### config.mk
export PLATFORM = sky130hd
export DESIGN_NAME = if_fetch_stage
export DESIGN_NICKNAME = d
export VERILOG_FILES = /design/src/rtl/if_fetch_stage.sv
export SDC_FILE = /design/constraint.sdc
export NUM_CORES = 1
export LEC_CHECK = 0
export ABC_AREA = 0
export CAP_MARGIN = 20
export CORE_MARGIN = 2
export CORE_UTILIZATION = 50
export CTS_BUF_LIST = sky130_fd_sc_hd__clkbuf_8
export CTS_CLUSTER_DIAMETER = 100
export DETAILED_ROUTE_END_ITERATION = 12
export PLACE_DENSITY = 0.95
export SYNTH_ARGS = -nofsm -noshare
export SYNTH_HDL_FRONTEND = slang
export SYNTH_SLANG_ARGS = --single-unit
### constraint.sdc
create_clock -name clk -period 5.4 [get_ports clk]
set_input_delay 1.35 -clock clk [delete_from_list [all_inputs] [get_ports clk]]
set_output_delay 1.35 -clock clk [all_outputs]
set_load 0.05 [all_outputs]
### src/rtl/if_fetch_stage.sv
// Instruction fetch stage: PC register, next-PC selection, IF/ID pipeline register,
// sticky misaligned-redirect flag and an accepted-instruction counter.
module if_fetch_stage #(
    parameter logic [31:0] RESET_PC  = 32'h0000_0000,
    parameter logic [31:0] TRAP_VEC  = 32'h0000_0100,
    parameter logic [31:0] NOP_INSTR = 32'h0000_0013
) (
    input  logic        clk,
    input  logic        rst,
    input  logic        Stall,
    input  logic        Flush,
    input  logic [1:0]  PCSrc,
    input  logic [31:0] branch_target,
    input  logic [31:0] jump_target,
    output logic [31:0] imem_addr,
    output logic        imem_req,
    input  logic        imem_ready,
    input  logic [31:0] imem_rdata,
    output logic [31:0] IFID_pc,
    output logic [31:0] IFID_instr,
    output logic        IFID_valid,
    output logic        misalign_err,
    output logic [31:0] fetch_count
);

    typedef enum logic {BOOT = 1'b0, RUN = 1'b1} state_t;

    state_t      state_q, state_d;
    logic [31:0] pc_q, pc_d;
    logic [31:0] ifid_pc_q, ifid_pc_d;
    logic [31:0] ifid_instr_q, ifid_instr_d;
    logic        ifid_valid_q, ifid_valid_d;
    logic        misalign_q, misalign_d;
    logic [31:0] fetch_count_q, fetch_count_d;

    logic        run;
    logic        redirect;
    logic        accept;
    logic [31:0] target;

    assign run      = (state_q == RUN);
    assign imem_req = run;
    assign redirect = run & (PCSrc != 2'b00);
    assign accept   = run & imem_req & imem_ready & ~Stall & ~Flush & (PCSrc == 2'b00);

    always_comb begin
        target = TRAP_VEC;
        case (PCSrc)
            2'b01:   target = branch_target;
            2'b10:   target = jump_target;
            default: target = TRAP_VEC;
        endcase
    end

    always_comb begin
        state_d       = RUN;
        pc_d          = pc_q;
        misalign_d    = misalign_q;
        fetch_count_d = fetch_count_q;
        ifid_pc_d     = ifid_pc_q;
        ifid_instr_d  = ifid_instr_q;
        ifid_valid_d  = ifid_valid_q;

        // A redirect drops any data returned this cycle; the target is word-aligned.
        if (redirect) begin
            pc_d = {target[31:2], 2'b00};
            if (target[1:0] != 2'b00) begin
                misalign_d = 1'b1;
            end
        end else if (accept) begin
            pc_d = pc_q + 32'd4;
        end

        if (accept) begin
            fetch_count_d = fetch_count_q + 32'd1;
        end

        // Flush beats Stall; anything not accepted becomes a bubble tagged with the PC.
        if (Flush) begin
            ifid_pc_d    = pc_q;
            ifid_instr_d = NOP_INSTR;
            ifid_valid_d = 1'b0;
        end else if (Stall) begin
            ifid_pc_d    = ifid_pc_q;
            ifid_instr_d = ifid_instr_q;
            ifid_valid_d = ifid_valid_q;
        end else if (accept) begin
            ifid_pc_d    = pc_q;
            ifid_instr_d = imem_rdata;
            ifid_valid_d = 1'b1;
        end else begin
            ifid_pc_d    = pc_q;
            ifid_instr_d = NOP_INSTR;
            ifid_valid_d = 1'b0;
        end
    end

    always_ff @(posedge clk or negedge rst) begin
        if (!rst) begin
            state_q       <= BOOT;
            pc_q          <= RESET_PC;
            ifid_pc_q     <= RESET_PC;
            ifid_instr_q  <= NOP_INSTR;
            ifid_valid_q  <= 1'b0;
            misalign_q    <= 1'b0;
            fetch_count_q <= 32'd0;
        end else begin
            state_q       <= state_d;
            pc_q          <= pc_d;
            ifid_pc_q     <= ifid_pc_d;
            ifid_instr_q  <= ifid_instr_d;
            ifid_valid_q  <= ifid_valid_d;
            misalign_q    <= misalign_d;
            fetch_count_q <= fetch_count_d;
        end
    end

    assign imem_addr    = pc_q;
    assign IFID_pc      = ifid_pc_q;
    assign IFID_instr   = ifid_instr_q;
    assign IFID_valid   = ifid_valid_q;
    assign misalign_err = misalign_q;
    assign fetch_count  = fetch_count_q;

endmodule

# After elaboration in Yosys (flattened, before gate mapping)
# Index checks and enable logic that the tools add are counted.
dict set report totals {
  regBits 131
  latch_bits 0
  ram_bits 0
  mem_bits_ro 0
  input_bits 103
  output_inout_bits 131
  wordCells 35
  memories 0
}
dict set report op_classes {
  add_sub_neg 2
  mul 0
  div 0
  order_cmp 0
  n_eq_ne 3
  shifts 0
  muxes 11
  bitwise 7
  reduce_logical 5
}
# cell count
set op_table {}
lappend op_table {{two-way mux 32 bit} 7}
lappend op_table {{one-hot mux 32 bit (2 select lines)} 1}
lappend op_table {{adder 32 x 1 -> 32 bit, second input constant} 1}
lappend op_table {{adder 32 x 3 -> 32 bit, second input constant} 1}
lappend op_table {{nonzero test 2 bit} 3}
lappend op_table {{AND 1 bit} 5}
lappend op_table {{two-way mux 1 bit} 3}
lappend op_table {{equality test 2 x 1 -> 1 bit, second input constant} 1}
lappend op_table {{equality test 2 bit, second input constant} 1}
lappend op_table {{zero test 2 bit} 1}
lappend op_table {{!= test 2 x 1 -> 1 bit, second input constant} 1}
lappend op_table {{inverter 1 bit} 2}
lappend op_table {{AND reduction 2 bit} 1}

# Logic depth before layout (Yosys ltp)
# Gate-level depths: netlist of run 1.
dict set report depth {
  word_depth 7
  ltp_mapped 8
  mapped_depth_nobuf 6
}

# Worst setup path before layout of run 1
# No wires, ideal clock.
dict set report synth_path {
  path_type {in2reg}
  from {input port PCSrc[0]}
  to {register pc_q[24], in the netlist imem_addr[24]}
  setup_ps 137
  t_arrival_ps 2718
  t_required_ps 5263
  path_slack_ps 2545
  path_stages 8
  path_buffers 2
  cell_sequence {inv_1 -> ha_1 -> nand3b_1 -> clkbuf_1 -> buf_1 -> nor2_1 -> a31oi_1 -> nand3_1}
}
dict set report synth_via {
  elab_chain_cells 3
  word_cells_on_any_way 9
  cone_classes {eq/ne: 2; mux: 2; bitwise: 2; reduce/logical: 3}
}
# item line_no
set synth_rtl {}
lappend synth_rtl {{start, declared} 12} ;# input logic [1:0] PCSrc,
lappend synth_rtl {{equality test 2 bit, or another cell as far along} 48} ;# case (PCSrc)
lappend synth_rtl {{one-hot mux 32 bit (2 select lines), or another cell as far along} 48}
lappend synth_rtl {{two-way mux 32 bit / nonzero test 2 bit (equally long branches)} n/a}
lappend synth_rtl {{end signal, assigned} 109} ;# pc_q <= pc_d;
lappend synth_rtl {{end, declared} 29} ;# logic [31:0] pc_q, pc_d;
# Several ways; a longest one is shown, not always the timed one.
# A chain may end at the register's enable or synchronous reset.

# Final worst setup path of run 1
dict set report layout_path {
  from {input port PCSrc[1]}
  to {register pc_q[20], in the netlist imem_addr[20]}
}
# Same word-level chain as after synthesis.

==> reports/qor.yml, run 1 <==
status:
  run_status: "finished clean"
clock_network:
  tritoncts: "yes"
  cts.hold.buffers_added: 0
  post_cts_resized: 0
  cts_made_buffers: 17
  worst_setup_hold_path_clk_slew_ns: 0.08
  clk_root_buffer_cell: "clkbuf_8"
  clock_tree.buffer_depth: 2
  postCtsSetupBuffers: 0
  clk-insertion-delay-late_ns: 0.44
  clock_tree.htree_level_count: 4
  cts_sinks: 127
layout:
  antenna_cells_inserted: 0
  drive_gt1_share_pct: 6.74
  final_layout_net_count: 955
  filler_cell_count: 824
  flow.area_growth_from_synthesis_pct: 44.8
die:
  design.core.area_sq_um: 12100
  die-area_sq_um: 13400
  top_level_ports: 234
  placementRows: 40
  initial_utilization_pct: 51.5
  die_height_microns: 116
  die_boundary_width_microns: 116
global_routing:
  pin_count_of_the_biggest_net_entering_global_routing: 75
  first_global_vias: 5897
  wire_length_of_the_first_global_routing_pass_mm: 30.5
  global_route.overflow_total: 0
  antenna_violations_before_repair: 0
  grt.total_usage_pct: 29.6
logic_synthesis:
  async_flop_share_pct: 100
  synth-compound-area-share_pct: 15.5
  syn-mean-instance-area_sq_um: 9.85
  synth_enable_flop_cells: 0
  synth_simple_gate_area_share_pct: 22.1
  yosysSeqAreaShare_pct: 51.0
  postSynthCellCount: 633
  post_synth_num_cell_types: 64
  synth_mux_area_share_pct: 0.161
  synth-warning-count: 0
  postSynth.topFlopCell: "dfrtp_1"
  mappedNetlistArea_sq_um: 6230
  synth_fa_ha_area_share_pct: 1.00
  combinational_family_with_the_most_area_after_synthesis: "simple AND/OR/NAND/NOR gates"
  synth_xor_area_share_pct: 5.48
  yosys_register_bits: 127
drt:
  met3_wirelength_mm: 1.63
  wire_per_inst_microns: 18.8
  pre_antenna_drt_iters: 5
  drtAntennaViolNets: 0
  highest-signal-layer: "met4"
  detail_route.iter0.violations: 653
  finalWirelength_mm: 19.3
  drc_errors: 0
  route.vias.total: 6054
  met2_length_mm: 9.62
  viasPerCell: 5.89
  wirelength_met1_mm: 7.58
timing:
  skew_ns: 0.00830
  timing_max_transition_violations_final: 0
  grt_setup_unrepaired: "false"
  finalHoldViolCount: 0
  hold_slack_ns: 0.467
  tightest_slew_ns: 1.02
  setup_viol: 0
  finalCriticalPeriod_ns: 3.46
  fin_setup_tns_ns: 0
  fmax_mhz: 289
  fin_crit_sh_pct: 64.1
  max_slew_margin_pct: 32.3
critical_path:
  timing.critical_path.to_type: "register"
  worstSetupStartpointType: "input pin"
  critical_path_arrival_ns: 3.81
  worstPathMaxFanout: 18
  worst_ep_required_time_ns: 5.75
  classification_of_the_worst_setup_path: "in2reg"
power:
  static-leakage-power_uw: 0.00381
  pwr_density_cell_nw_per_um2: 275
  peakVddDrop_mv: 0.193
place:
  finalWeightedCongestion: 0.928
  port-buffer-count: 229
  detailed_place_hpwl_mm: 13.9
run:
  cap_viol_max_count: 0
worst_hold_path:
  min-delay-path-class: "reg2reg"
[stage by stage]
| step | power [uW] | setup slack [ns] | cell area [sq um] | std cells | utilization, % |
|---|---|---|---|---|---|
| finish | 2480 | 1.94 | 9030 | 1028 | 74.6 |
| global route | 2570 | 1.76 | 9030 | 1028 | 74.6 |
| CTS | 2490 | 2.02 | 9030 | 1028 | 74.6 |
| detailed placement | 1630 | 1.58 | 8610 | 996 | 71.1 |
| global placement | 1620 | 1.69 | 8610 | 996 | 71.1 |
| floorplan | 1380 | 2.55 | 6250 | 636 | - |
[cells in the mapped netlist, types with 7 or more instances]
cell      instances  area share [%]
dfrtp_1         124              50
nand2_1         113             6.8
nor2_1           33             2.0
a22o_1           32             4.5
a22oi_1          27             3.3
nand3_1          27             2.2
clkbuf_1         25             1.5
xor2_1           22             3.1
nor3_1           20             1.6
xnor2_1          17             2.4
nor4_1           16             1.6
inv_1            14            0.84
nand4_1          14             1.4
o22ai_1          14             1.4
o21ai_0           8            0.64
a31oi_1           7            0.70
and3_1            7            0.70
and4_1            7            0.98
[path summary, 6_finish.rpt]
path                              startpoint               to  slack, ns  depth (start not counted)
worst min-delay path             IFID_pc[28]      IFID_pc[28]       0.47                          2
worst min register to register   IFID_pc[28]      IFID_pc[28]       0.47                          2
worst max register to register  imem_addr[9]    imem_addr[29]       3.19                          4
min in group asynchronous                rst  fetch_count[22]       0.91                          1
worst max-delay path                PCSrc[1]    imem_addr[20]       1.94                          8
max in group asynchronous                rst         imem_req       3.35                          2
[report_power, final]
| part | internal, uW | switching, uW |
|---|---|---|
| clock | 461 | 406 |
| combinational | 208 | 338 |
| sequential | 1000 | 66.2 |
[sequential cells by signal, summed over array words and instances (netlist names)]
name	cells
IFID_instr	32
fetch_count	32
IFID_pc	30
imem_addr	30
IFID_valid	1
imem_req	1
misalign_err	1
[logic make-up (layout without fill, tap and decap cells)]
| family | count (synthesis) | count (layout) |
|---|---|---|
| AO/OA/AOI/OAI | 127 | 127 |
| buffers and inverters | 60 | 284 |
| flip-flops | 127 | 127 |
| AND/OR/NAND/NOR | 272 | 272 |
| XOR/XNOR | 39 | 39 |
| other | 2 | 5 |
| multiplexers | 1 | 1 |
| adder cells (fa/ha/maj) | 5 | 5 |
[worst max-delay path, stage by stage]
cell and delay [ns]:
clkdlybuf4s50_1 0.48, inv_1 0.07, ha_1 0.37, nand3b_1 0.56
buf_4 0.43, nor2_1 0.20, o22ai_1 0.13, a211oi_1 0.21
[cell usage in the layout, fill, tap and decap left out, drive strengths merged, types with 6 or more instances in the layout]
cell type and n:
nor2 33, xor2 22, xnor2 17, dfrtp 124
inv 16, o211ai 6, nand3 27, nand2 113
a31oi 7, a311oi 6, nor4 17, o22ai 14
a22oi 27, clkbuf 17, or4 6, o21ai 8
clkdlybuf4s50 228, buf 10, and3 8, and4 9
nand4 17, nor3 20, a22o 32
[per-layer routing]
metal | GRT usage, % | vias to the layer above
met5 | 0 | -
li1 | - | 2742
met2 | 50.4 | 367
met4 | 11.5 | 0
met1 | 36.8 | 2902
met3 | 6.69 | 43
[final cells by class]
cell class / count / area [sq um] / area share [%]
inverters: 14 / 52.6 / 0.582
well taps: 168 / 210 / 2.33
repair buffers: 238 / 2360 / 26.1
clock buffers: 17 / 234 / 2.59
multi-input cells: 449 / 2800 / 31.0
clock inverters: 15 / 189 / 2.09
flip-flops and latches: 127 / 3180 / 35.2
No activity file was read; power rests on OpenSTA's default activity.
==> inputs of run 2 (changes only) <==
CORE_UTILIZATION = 46   (was 50)
PLACE_DENSITY = 0.92   (was 0.95)
clock period = 3.6 ns   (was 5.4 ns; I/O delays follow)
==> run 2 against run 1 <==
Effect of this change:
- via count is 1.2% higher
- hold slack worse by 0.085 ns
- total power is 65% higher
- design area is 2.7% higher
- clock power is 93% higher
- utilization is 4.5 points lower
- critical path depth is 7 lower
- count of clock-buffer cells in the layout is 2 higher
- combinational power is 53% higher
- global-route usage is 1.3 points lower
- flip-flop and latch count stayed put
- sequential power is 50% higher
- critical path type is now reg2out
- largest cell class unchanged
==> reports/qor.yml, run 2 (synthesis gave the netlist of run 1 again) <==
status:
  run_status: "finished clean"
timing:
  fin_setup_tns_ns: 0  # unchanged
  fmax_mhz: 354
  skew_ns: 0.0141  # +0.00580 ns
  finalCriticalPeriod_ns: 2.82
  grt_setup_unrepaired: "false"
  max_slew_margin_pct: 43.5  # +11 points
  finalHoldViolCount: 0  # unchanged
  hold_slack_ns: 0.382  # -0.0847 ns
  timing_max_transition_violations_final: 0  # unchanged
  tightest_slew_ns: 0.847  # -0.168 ns
  fin_ws_ns: 0.776  # -1.16 ns
  setup_viol: 0  # unchanged
  fin_crit_sh_pct: 78.4
critical_path:
  critPathMaxStageDelay_ns: 0.90  # +0.34 ns
  worst_path_max_delay_cell: "clkdlybuf4s50_1"
  cp_cell_sequence: "clkdlybuf4s50_1"
  setup.worst_path.start: "imem_addr[13]"
  setup_crit_end: "imem_addr[13]"
  worst_ep_required_time_ns: 2.70  # -3.05 ns
  critical_path_arrival_ns: 1.92  # -1.89 ns
  r2r.worst_path.cells: 5  # +1
  critical_path.reg2reg.endpoint: "imem_addr[31]"
  worstSetupPathDepth: 1  # -7
  timing.critical_path.to_type: "output pin"
  worstSetupStartpointType: "register"
  crit_path_leading_delay_family: "buffers and inverters"
  critical_path.n_buffers_inverters: 1  # -2
  classification_of_the_worst_setup_path: "reg2out"
  reg2reg_from: "imem_addr[14]"
  ff2ff_setup_slack_ns: 1.46  # -1.73 ns
  worstPathMaxFanout: 11  # -7
clock_network:
  post_cts_resized: 0  # unchanged
  worst_setup_hold_path_clk_slew_ns: 0.08  # about the same
  clock_tree.htree_level_count: 4  # unchanged
  cts_made_buffers: 17  # unchanged
  cts_sinks: 127  # unchanged
  tritoncts: "yes"
  postCtsSetupBuffers: 0  # unchanged
  clock_tree.buffer_depth: 2  # unchanged
  clk_root_buffer_cell: "clkbuf_8"
  clk-insertion-delay-late_ns: 0.46  # +0.02 ns
  cts.hold.buffers_added: 0  # unchanged
place:
  finalWeightedCongestion: 0.932  # +0.42%
  port-buffer-count: 229  # unchanged
  place_inst: 1016  # +2.0%
  detailed_place_hpwl_mm: 14.8  # +6.8%
  dp_slack_ns: 0.432  # -1.15 ns
die:
  die-area_sq_um: 14500  # +8.4%
  placementRows: 42  # +5.0%
  design.core.area_sq_um: 13200  # +9.3%
  top_level_ports: 234  # unchanged
  die_height_microns: 120  # +4.1%
  die_boundary_width_microns: 120  # +4.1%
  initial_utilization_pct: 47.1  # -4.4 points
drt:
  drtAntennaViolNets: 0  # unchanged
  pre_antenna_drt_iters: 6  # +1
  detail_route.iter0.violations: 574  # -12%
  viasPerCell: 5.84  # -0.77%
  met3_wirelength_mm: 2.08  # +27%
  route.vias.total: 6124  # +1.2%
  met2_length_mm: 9.89  # +2.9%
  finalWirelength_mm: 20.3  # +5.3%
  wirelength_met1_mm: 7.78  # +2.6%
  drc_errors: 0  # unchanged
  highest-signal-layer: "met4"
  wire_per_inst_microns: 19.4  # +3.3%
power:
  power.share.combinational_pct: 20.3  # -1.7 points
  switching_power_summed_over_all_nets_uw: 1200  # +49%
  switching_power_share_of_the_total_pct: 29.4  # -3.3 points
  pwr_density_cell_nw_per_um2: 442  # +61%
  static-leakage-power_uw: 0.00395  # +3.5%
  cellInternalPower_uw: 2900  # +73%
  peakVddDrop_mv: 0.258  # +34%
  clock_power_share_pct: 40.7  # +5.7 points
  share_seq_of_total_power_pct: 39.0  # -4.0 points
global_routing:
  first_global_vias: 6044  # +2.5%
  wire_length_of_the_first_global_routing_pass_mm: 31.7  # +4.0%
  antenna_violations_before_repair: 0  # unchanged
  pin_count_of_the_biggest_net_entering_global_routing: 65  # -13%
  grt.total_usage_pct: 28.2  # -1.3 points
  global_route.overflow_total: 0  # unchanged
layout:
  most_used_cells_in_the_layout_excluding_fill_and_tap_cells: "clkdlybuf4s50_1 (228), dfrtp_1 (124), nand2_1 (113)"
  instances_no_fill: 1048  # +1.9%
  filler_cell_count: 1013  # +23%
  layout_commonest_cell: "clkdlybuf4s50_1"
  multi_input_comb_area_sq_um: 2800  # unchanged
  drive_gt1_share_pct: 8.03  # +1.3 points
  final_layout_net_count: 967  # +1.3%
  antenna_cells_inserted: 0  # unchanged
  final-seq-area_sq_um: 3180  # unchanged
  flow.area_growth_from_synthesis_pct: 48.8
worst_hold_path:
  min-delay-path-class: "in2async"
run:
  cap_viol_max_count: 0  # unchanged
[run 2: changes by cell type in the layout (fill, tap and decap cells not counted), sizes merged]
cell,delta
clkinvlp,-3
inv,-1
bufinv,+5
clkinv,-3
clkbuf,+2
buf,+12
[run 2: final cells by class]
type	instances	area share, %
timing repair buffer	250	26.7
inverter	14	0.567
sequential	127	34.3
tap	176	2.37
multi-input combinational	449	30.2
clock buffer	19	2.82
clock inverter	13	3.04
[run 2: worst min path at each step]
stage | endpoint | cells after the start | slack (ns)
finish | fetch_count[7] | 1 | 0.38
global route | fetch_count[7] | 1 | 0.42
CTS | fetch_count[7] | 1 | 0.40
detailed placement | misalign_err | 1 | 0.45
global placement | IFID_pc[27] | 2 | 0.45
floorplan | IFID_instr[10] | 0 | 0.60
[run 2: power groups by stage]
stage / logic [uW] / clock network (uW) / registers (uW)
2_1_floorplan: 203 / 0 / 1870
3_3_place_gp: 825 / 0 / 1620
3_5_place_dp: 835 / 0 / 1630
4_1_cts: 838 / 1680 / 1600
5_1_grt: 880 / 1750 / 1610
6_report: 835 / 1670 / 1600
[run 2: layer usage]
layer,track usage [%],up-vias
met4,10.7,0
met3,6.60,52
met1,34.6,2899
met5,0,-
met2,48.4,413
li1,-,2760
[run 2: metrics by stage]
step / utilization, % / total power [uW] / cell area (sq um)
finish: 70.0 / 4100 / 9280
global route: 70.0 / 4240 / 9280
CTS: 70.0 / 4120 / 9280
detailed placement: 65.9 / 2460 / 8730
global placement: 65.9 / 2450 / 8730
floorplan: - / 2070 / 6250
